[src/rtl/uart_cmd_wrapper.sv]
// UART command front end: assembles two 8N1 bytes into a 16-bit command and transmits response bytes.
// Optional build macro CMD_TIMEOUT_EN abandons a stored high byte after TIMEOUT_CYC idle cycles.
module uart_cmd_wrapper #(
  parameter int unsigned BAUD_DIV    = 2604,
  parameter int unsigned TIMEOUT_CYC = 1000000
) (
  input  logic        clk,
  input  logic        rst_n,
  input  logic        RX,
  output logic        TX,
  output logic [15:0] cmd,
  output logic        cmd_rdy,
  input  logic        clr_cmd_rdy,
  input  logic [7:0]  resp,
  input  logic        send_resp,
  output logic        resp_sent,
  output logic        tx_busy
);
  localparam int unsigned BW = $clog2(BAUD_DIV) + 1;
  localparam logic [BW-1:0] BIT_LAST  = BW'(BAUD_DIV - 1);
  localparam logic [BW-1:0] HALF_LAST = BW'(BAUD_DIV / 2 - 1);

  typedef enum logic [1:0] {IDLE, START, DATA, STOP} uart_state_e;

  // RX synchroniser plus one extra flop for falling-edge detection
  logic [1:0] rx_sync;
  logic       rx_prev;
  logic       rx_s;
  assign rx_s = rx_sync[1];

  always_ff @(posedge clk or negedge rst_n) begin
    if (!rst_n) begin
      rx_sync <= 2'b11;
      rx_prev <= 1'b1;
    end else begin
      rx_sync <= {rx_sync[0], RX};
      rx_prev <= rx_sync[1];
    end
  end

  uart_state_e   rx_state, rx_state_n;
  logic [BW-1:0] rx_cnt, rx_cnt_n;
  logic [3:0]    rx_bit, rx_bit_n;
  logic [7:0]    rx_shift, rx_shift_n;
  logic          byte_done_c;

  always_ff @(posedge clk or negedge rst_n) begin
    if (!rst_n) begin
      rx_state <= IDLE;
      rx_cnt   <= '0;
      rx_bit   <= '0;
      rx_shift <= '0;
    end else begin
      rx_state <= rx_state_n;
      rx_cnt   <= rx_cnt_n;
      rx_bit   <= rx_bit_n;
      rx_shift <= rx_shift_n;
    end
  end

  always_comb begin
    rx_state_n  = rx_state;
    rx_cnt_n    = rx_cnt;
    rx_bit_n    = rx_bit;
    rx_shift_n  = rx_shift;
    byte_done_c = 1'b0;
    case (rx_state)
      IDLE: begin
        if (rx_prev && !rx_s) begin
          rx_state_n = START;
          rx_cnt_n   = '0;
        end
      end
      START: begin
        // Mid-start-bit resample rejects short glitches
        if (rx_cnt == HALF_LAST) begin
          rx_cnt_n   = '0;
          rx_bit_n   = '0;
          rx_state_n = rx_s ? IDLE : DATA;
        end else begin
          rx_cnt_n = rx_cnt + BW'(1);
        end
      end
      DATA: begin
        if (rx_cnt == BIT_LAST) begin
          rx_cnt_n   = '0;
          rx_shift_n = {rx_s, rx_shift[7:1]};
          if (rx_bit == 4'd7) rx_state_n = STOP;
          else                rx_bit_n   = rx_bit + 4'd1;
        end else begin
          rx_cnt_n = rx_cnt + BW'(1);
        end
      end
      STOP: begin
        if (rx_cnt == BIT_LAST) begin
          rx_state_n  = IDLE;
          byte_done_c = rx_s;
        end else begin
          rx_cnt_n = rx_cnt + BW'(1);
        end
      end
      default: rx_state_n = IDLE;
    endcase
  end

  logic byte_cnt;
  logic to_expired_c;

`ifdef CMD_TIMEOUT_EN
  localparam int unsigned TW = $clog2(TIMEOUT_CYC + 1);
  logic [TW-1:0] to_cnt;

  always_ff @(posedge clk or negedge rst_n) begin
    if (!rst_n)                      to_cnt <= '0;
    else if (!byte_cnt || byte_done_c) to_cnt <= '0;
    else                             to_cnt <= to_cnt + TW'(1);
  end

  assign to_expired_c = byte_cnt && (to_cnt == TW'(TIMEOUT_CYC - 1));
`else
  assign to_expired_c = 1'b0;
`endif

  // Command assembly; bytes arriving while a command is pending are dropped
  always_ff @(posedge clk or negedge rst_n) begin
    if (!rst_n) begin
      cmd      <= '0;
      cmd_rdy  <= 1'b0;
      byte_cnt <= 1'b0;
    end else begin
      if (clr_cmd_rdy) cmd_rdy <= 1'b0;
      if (byte_done_c && !cmd_rdy) begin
        if (!byte_cnt) begin
          cmd[15:8] <= rx_shift;
          byte_cnt  <= 1'b1;
        end else begin
          cmd[7:0]  <= rx_shift;
          byte_cnt  <= 1'b0;
          cmd_rdy   <= 1'b1;
        end
      end else if (to_expired_c) begin
        byte_cnt <= 1'b0;
      end
    end
  end

  uart_state_e   tx_state, tx_state_n;
  logic [BW-1:0] tx_cnt, tx_cnt_n;
  logic [3:0]    tx_bit, tx_bit_n;
  logic [7:0]    tx_shift, tx_shift_n;
  logic          tx_n, tx_busy_n, resp_sent_n;

  always_ff @(posedge clk or negedge rst_n) begin
    if (!rst_n) begin
      tx_state  <= IDLE;
      tx_cnt    <= '0;
      tx_bit    <= '0;
      tx_shift  <= '0;
      TX        <= 1'b1;
      tx_busy   <= 1'b0;
      resp_sent <= 1'b0;
    end else begin
      tx_state  <= tx_state_n;
      tx_cnt    <= tx_cnt_n;
      tx_bit    <= tx_bit_n;
      tx_shift  <= tx_shift_n;
      TX        <= tx_n;
      tx_busy   <= tx_busy_n;
      resp_sent <= resp_sent_n;
    end
  end

  // TX line value is computed one cycle ahead so every bit spans exactly BAUD_DIV cycles
  always_comb begin
    tx_state_n  = tx_state;
    tx_cnt_n    = tx_cnt;
    tx_bit_n    = tx_bit;
    tx_shift_n  = tx_shift;
    tx_n        = TX;
    tx_busy_n   = tx_busy;
    resp_sent_n = 1'b0;
    case (tx_state)
      IDLE: begin
        if (send_resp) begin
          tx_state_n = START;
          tx_cnt_n   = '0;
          tx_shift_n = resp;
          tx_n       = 1'b0;
          tx_busy_n  = 1'b1;
        end
      end
      START: begin
        if (tx_cnt == BIT_LAST) begin
          tx_state_n = DATA;
          tx_cnt_n   = '0;
          tx_bit_n   = '0;
          tx_n       = tx_shift[0];
        end else begin
          tx_cnt_n = tx_cnt + BW'(1);
        end
      end
      DATA: begin
        if (tx_cnt == BIT_LAST) begin
          tx_cnt_n = '0;
          if (tx_bit == 4'd7) begin
            tx_state_n = STOP;
            tx_n       = 1'b1;
          end else begin
            tx_bit_n   = tx_bit + 4'd1;
            tx_shift_n = {1'b0, tx_shift[7:1]};
            tx_n       = tx_shift[1];
          end
        end else begin
          tx_cnt_n = tx_cnt + BW'(1);
        end
      end
      STOP: begin
        if (tx_cnt == BIT_LAST) begin
          tx_state_n  = IDLE;
          tx_busy_n   = 1'b0;
          resp_sent_n = 1'b1;
        end else begin
          tx_cnt_n = tx_cnt + BW'(1);
        end
      end
      default: tx_state_n = IDLE;
    endcase
  end

endmodule

[config.mk]
export PLATFORM = sky130hd
export DESIGN_NAME = uart_cmd_wrapper
export DESIGN_NICKNAME = d
export VERILOG_FILES = /design/src/rtl/uart_cmd_wrapper.sv
export SDC_FILE = /design/constraint.sdc
export NUM_CORES = 1
export LEC_CHECK = 0
export BUFFER_PORTS_ARGS = -buffer_cell sky130_fd_sc_hd__buf_2
export CAP_MARGIN = 25
export CORE_MARGIN = 2
export CORE_UTILIZATION = 59
export DETAILED_ROUTE_END_ITERATION = 7
export PLACE_DENSITY = 0.79
export SYNTH_ARGS = -nofsm -noshare
export SYNTH_HDL_FRONTEND = slang
export SYNTH_SLANG_ARGS = --single-unit
[constraint.sdc]
create_clock -name clk -period 2.5 [get_ports clk]
set_clock_uncertainty 0.05 [all_clocks]
set_input_delay 0.25 -clock clk [delete_from_list [all_inputs] [get_ports clk]]
set_output_delay 0.25 -clock clk [all_outputs]
set_load 0.005 [all_outputs]
## After elaboration in Yosys (flattened, before gate mapping)

Cells that the tools add are included.

| word-level totals | value |
|---|---|
| bits in registers | 78 |
| latch bits | 0 |
| memory bits (writable) | 0 |
| bits in read-only memories | 0 |
| input port bits | 13 |
| word-level logic and storage cells | 121 |
| memories | 0 |

| operators by class | value |
|---|---|
| $add $sub $neg | 4 |
| multiply operators | 0 |
| div/mod/pow operators | 0 |
| $lt $le $gt $ge | 0 |
| equal/unequal tests | 25 |
| shifts and indexed selects | 0 |
| mux-type cells | 50 |
| bitwise operators | 1 |
| reductions and logical operators | 24 |

Operator list:

| cell | number |
|---|---|
| $mux W13 | 7 |
| $pmux W13 S4 | 1 |
| $pmux W13 S3 | 1 |
| $ne A2 B2 Y1 const B | 14 |
| $add A13 B1 Y13 const B | 2 |
| $eq A13 B12 Y1 const B | 2 |
| $mux W4 | 6 |
| $mux W8 | 3 |
| $mux W2 | 11 |
| $pmux W2 S4 | 2 |
| $pmux W4 S2 | 2 |
| $pmux W8 S2 | 1 |
| $reduce_and A4 Y1 | 4 |
| $mux W1 | 14 |
| $eq A13 B11 Y1 const B | 1 |
| $reduce_and A2 Y1 | 5 |
| $reduce_and A5 Y1 | 2 |
| $add A4 B1 Y4 const B | 2 |
| $eq A2 B2 Y1 const B | 4 |
| $eq A4 B3 Y1 const B | 2 |
| $reduce_bool A2 Y1 | 4 |
| $eq A2 B1 Y1 const B | 2 |
| $logic_not A2 Y1 | 2 |
| $pmux W1 S3 | 1 |
| 7 further kinds | 9 |

## Depth between registers and ports, before layout

| depth | value |
|---|---|
| depth in word-level cells | 5 |
| mapped depth | 8 |
| mapped depth without buffers | 7 |

## Least setup slack after synthesis

OpenSTA, ideal clock, no wires.

| path | value |
|---|---|
| kind | register to register |
| from | register rx_cnt[0] |
| to | register cmd[10] |
| setup time | 125 ps |
| arrival time | 1881 ps |
| required time | 2325 ps |
| slack | 444 ps |
| stages on the path, launching flop included | 7 |
| buffers on the path | 0 |
| clock period less this slack | 2056 ps |
| cell sequence | dfrtp_1 ha_1 and4bb_1 and4_4 nand2_4 nor4_4 mux2_2 |

| on the way | value |
|---|---|
| word-level cells in the longest chain between the ends | 5 |

Ends and longest elaborated chain:

| item | line | source |
|---|---|---|
| from (decl) | 42 | `logic [BW-1:0] rx_cnt, rx_cnt_n;` |
| from (signal assigned) | 55 | `rx_cnt <= rx_cnt_n;` |
| $eq A13 B12 Y1 | 95 | `if (rx_cnt == BIT_LAST) begin` |
| $mux W1 | 95 |  |
| $mux W1 | 67 | `case (rx_state)` |
| $logic_and A1 B1 Y1 | 132 | `if (byte_done_c && !cmd_rdy) begin` |
| $reduce_and A2 Y1 (no source line) | n/a |  |
| to (signal assigned) | 134 | `cmd[15:8] <= rx_shift;` |
| to (decl) | 11 | `output logic [15:0] cmd,` |

No other way between the ends.
A chain may end at the register's enable or synchronous reset.

## Worst setup path after layout

| path | value |
|---|---|
| from | register tx_cnt[0] |
| to | register tx_state[1] |

| on the way | value |
|---|---|
| word-level cells in the longest chain between the ends | 3 |
| elaborated cells between the ends (all ways) | 5 |
| those cells by class | eq/ne: 4; reduce/logical: 1 |

Ends and longest elaborated chain:

| item | line | source |
|---|---|---|
| from (decl) | 148 | `logic [BW-1:0] tx_cnt, tx_cnt_n;` |
| from (signal assigned) | 164 | `tx_cnt <= tx_cnt_n;` |
| $eq A13 B12 Y1 (*) | 193, 203, 218 |  |
| $ne A2 B2 Y1 (no source line) | n/a |  |
| $reduce_and A5 Y1 (no source line) (*) | n/a |  |
| to (signal assigned) | 163 | `tx_state <= tx_state_n;` |
| to (decl) | 147 | `uart_state_e tx_state, tx_state_n;` |

Mark *: on every way between the ends. The rest lies on a longest branch, timed or not.

==> results.json <==
{
  "clock_path_buffers": 2,
  "rrSetupSlack_ns": 0.19,
  "cts_tree": "yes",
  "hold_viol_final": 0,
  "rsz0062_at_grt": "false",
  "synthTopCellsByArea": "dfrtp_1, mux2_2, ha_1, dfstp_2, nor2_1",
  "drv_cap": 0,
  "antenna_found_initial": 0,
  "critPathMaxFanout": 8,
  "synth_flop_cell": "dfrtp_1",
  "holdPathEnd": "cmd_rdy",
  "dr.pass1.iters": 4,
  "maxSlewViolCount": 0,
  "drive_above_1_share_pct": 28.1,
  "gr-total-overflow": 0,
  "grt_pass1_wl_um": 12100,
  "grt_pass1_vias": 2641,
  "remaining_drc_errors": 0,
  "powerDensity_mw_per_mm2": 844,
  "clk_pin_slew_ns": 0.09,
  "synth_commonest_cells": "dfrtp_1, mux2_2, nor2_1",
  "syn_inst": 340,
  "diodes": 0,
  "syn_nets": 363,
  "clk_latency_ns": 0.36,
  "synthArstFlopShare_pct": 100,
  "numCtsBuffers": 9,
  "finalSetupTns_ns": 0,
  "end_kind": "flip-flop",
  "vias": 2714,
  "p_leak_uw": 0.00207,
  "setup_violations": 0,
  "fmax_mhz": 433,
  "yosysSeqAreaShare_pct": 50.9,
  "grt_max_degree": 79,
  "port_buffers": 32,
  "vdd_drop_max_v": 0.000803,
  "r2r_start": "tx_cnt[0]",
  "htreeDepth": 3,
  "yosysUniqueCellTypes": 53,
  "worst_slew_pin_slew_ns": 0.724,
  "avgViaCountPerCell": 5.87,
  "critical_path_arrival_ns": 2.50,
  "min_from": "clr_cmd_rdy",
  "synth_area_leader_cell": "dfrtp_1",
  "drtIter0Drc": 112,
  "required_ns": 2.69,
  "nets": 403,
  "drtAntennaViolNets": 0,
  "routedWlPerCell_um": 15.4,
  "period_needed_ns": 2.31,
  "min_delay_path_depth": 2,
  "ys_seq_elements": 78,
  "crit_type": "flip-flop to flip-flop",
  "outcome": "finished clean",
  "grtUsageMet2_pct": 33.6,
  "io_pins": 33,
  "area_growth_syn_to_layout_pct": 12.0,
  "core_mm2": 0.00631,
  "grt_util_met3_pct": 4.62,
  "fill_cells": 493,
  "yosysMostFrequentCell": "dfrtp_1",
  "grtUsageMet1_pct": 28.3,
  "critPathLaunchType": "flip-flop",
  "cts-root-buf": "clkbuf_8",
  "start_util_pct": 60.8,
  "p_total_uw": 3630,
  "cts_resized": 0,
  "die_area_mm2": 0.00717,
  "fin_crit_sh_pct": 92.3,
  "synth_edf_count": 0,
  "grt.busiest_layer": "met2",
  "gp_congestion": 0.812,
  "syn_area_per_cell_um2": 11.3,
  "synth_top_area_share_pct": 48.2,
  "place.detailed.hpwl_um": 4820,
  "routed_wirelength_um": 7110,
  "grtUsageTotal_pct": 20.9,
  "r2r-end": "tx_state[1]",
  "holdCritPathClass": "input port to flip-flop",
  "die_x_um": 84.7,
  "die_h_um": 84.7,
  "max-slew-margin-rel_pct": 51.8,
  "reg2reg_depth": 6,
  "synth_warnings": 0,
  "row_count": 29,
  "syn_area_mm2": 0.00384,
  "clock_sinks": 78
}
==> cell families (layout without fill, tap and decap cells) <==
group	Yosys count	in the layout	share of synthesized area, %
buf+inv	19	64	2.18
mux	44	44	12.8
fa+ha+maj	10	10	3.26
flops	78	78	50.9
xor+xnor	17	17	3.88
simple gates	116	116	17.3
compound gates	56	56	9.67
==> through the flow <==
step | worst slack [ns] | util (%) | hold WS (ns) | area [µm²] | instances
floorplan | 0.444 | - | -0.0956 | 3840 | 340
CTS | 0.238 | 67.6 | 0.0177 | 4270 | 460
global placement | 0.345 | 64.4 | 0.297 | 4070 | 443
detailed placement | 0.256 | 64.4 | 0.301 | 4070 | 443
finish | 0.192 | 68.2 | 0.0312 | 4300 | 462
global route | 0.0556 | 68.2 | 0.0306 | 4300 | 462
==> per-layer routing <==
layer | up-vias | routed length, µm
met2 | 56 | 3470
met3 | 11 | 260
met4 | 0 | 98
met1 | 1335 | 3280
li1 | 1312 | -
met5 | - | 0
==> worst max path at each step <==
stage | start | to
floorplan | rx_cnt[0] | cmd[10]
global placement | tx_cnt[0] | tx_shift[3]
detailed placement | tx_cnt[0] | tx_state[1]
CTS | tx_cnt[0] | tx_state[1]
global route | tx_cnt[0] | tx_state[1]
finish | tx_cnt[0] | tx_state[1]
==> critical path: stages (launching register included) <==
cell and delay [ns]:
dfrtp_1 0.43, ha_1 0.25, and4bb_2 0.26, and3_1 0.37
nor2_1 0.12, a211oi_1 0.34, mux2_2 0.38
==> layout make-up <==
cell class / instances / area (µm²) / area share, %
Sequential cell: 78 / 1960 / 45.5
Timing Repair Buffer: 36 / 218 / 5.06
Clock buffer: 9 / 124 / 2.88
Inverter: 12 / 45.0 / 1.05
Tap cell: 77 / 96.3 / 2.24
Multi-Input combinational cell: 243 / 1800 / 41.8
Clock inverter: 7 / 62.6 / 1.45
==> power by group <==
part	switching, µW	leakage [µW]	total (µW)	internal [µW]
Clock	529	0.0000931	912	383
Combinational	599	0.000948	1110	515
Sequential	163	0.00103	1600	1440
Total	1290	0.00207	3630	2340
==> layout by cell type, fill, tap and decap left out, types with 9 or more instances in the layout <==
master,count
buf_2,31
nand3_1,12
dfrtp_1,74
inv_1,12
xnor2_1,10
ha_1,10
nand2_1,20
a21oi_1,11
nor2_1,27
nor3_1,10
o21ai_0,11
a31oi_1,10
clkbuf_8,9
mux2_2,41
==> flip-flops by register name (all words and copies together) (netlist names), named ones only <==
signal     cells
rx_sync        2
rx_state       1
resp_sent      1
tx_busy        1
rx_shift       8
rx_bit         4
tx_state       2
cmd           16
TX             1
byte_cnt       1
tx_bit         4
rx_cnt        13
cmd_rdy        1
rx_prev        1
tx_cnt        13
tx_shift       8
==> repair_timing <==
| action | 4_1_cts | 5_1_grt |
|---|---|---|
| hold buffers | 1 | 1 |
| hold endpoints to repair | 1 | 74 |
| setup buffers | 0 | 0 |
Power figures use the tool's default switching activity.
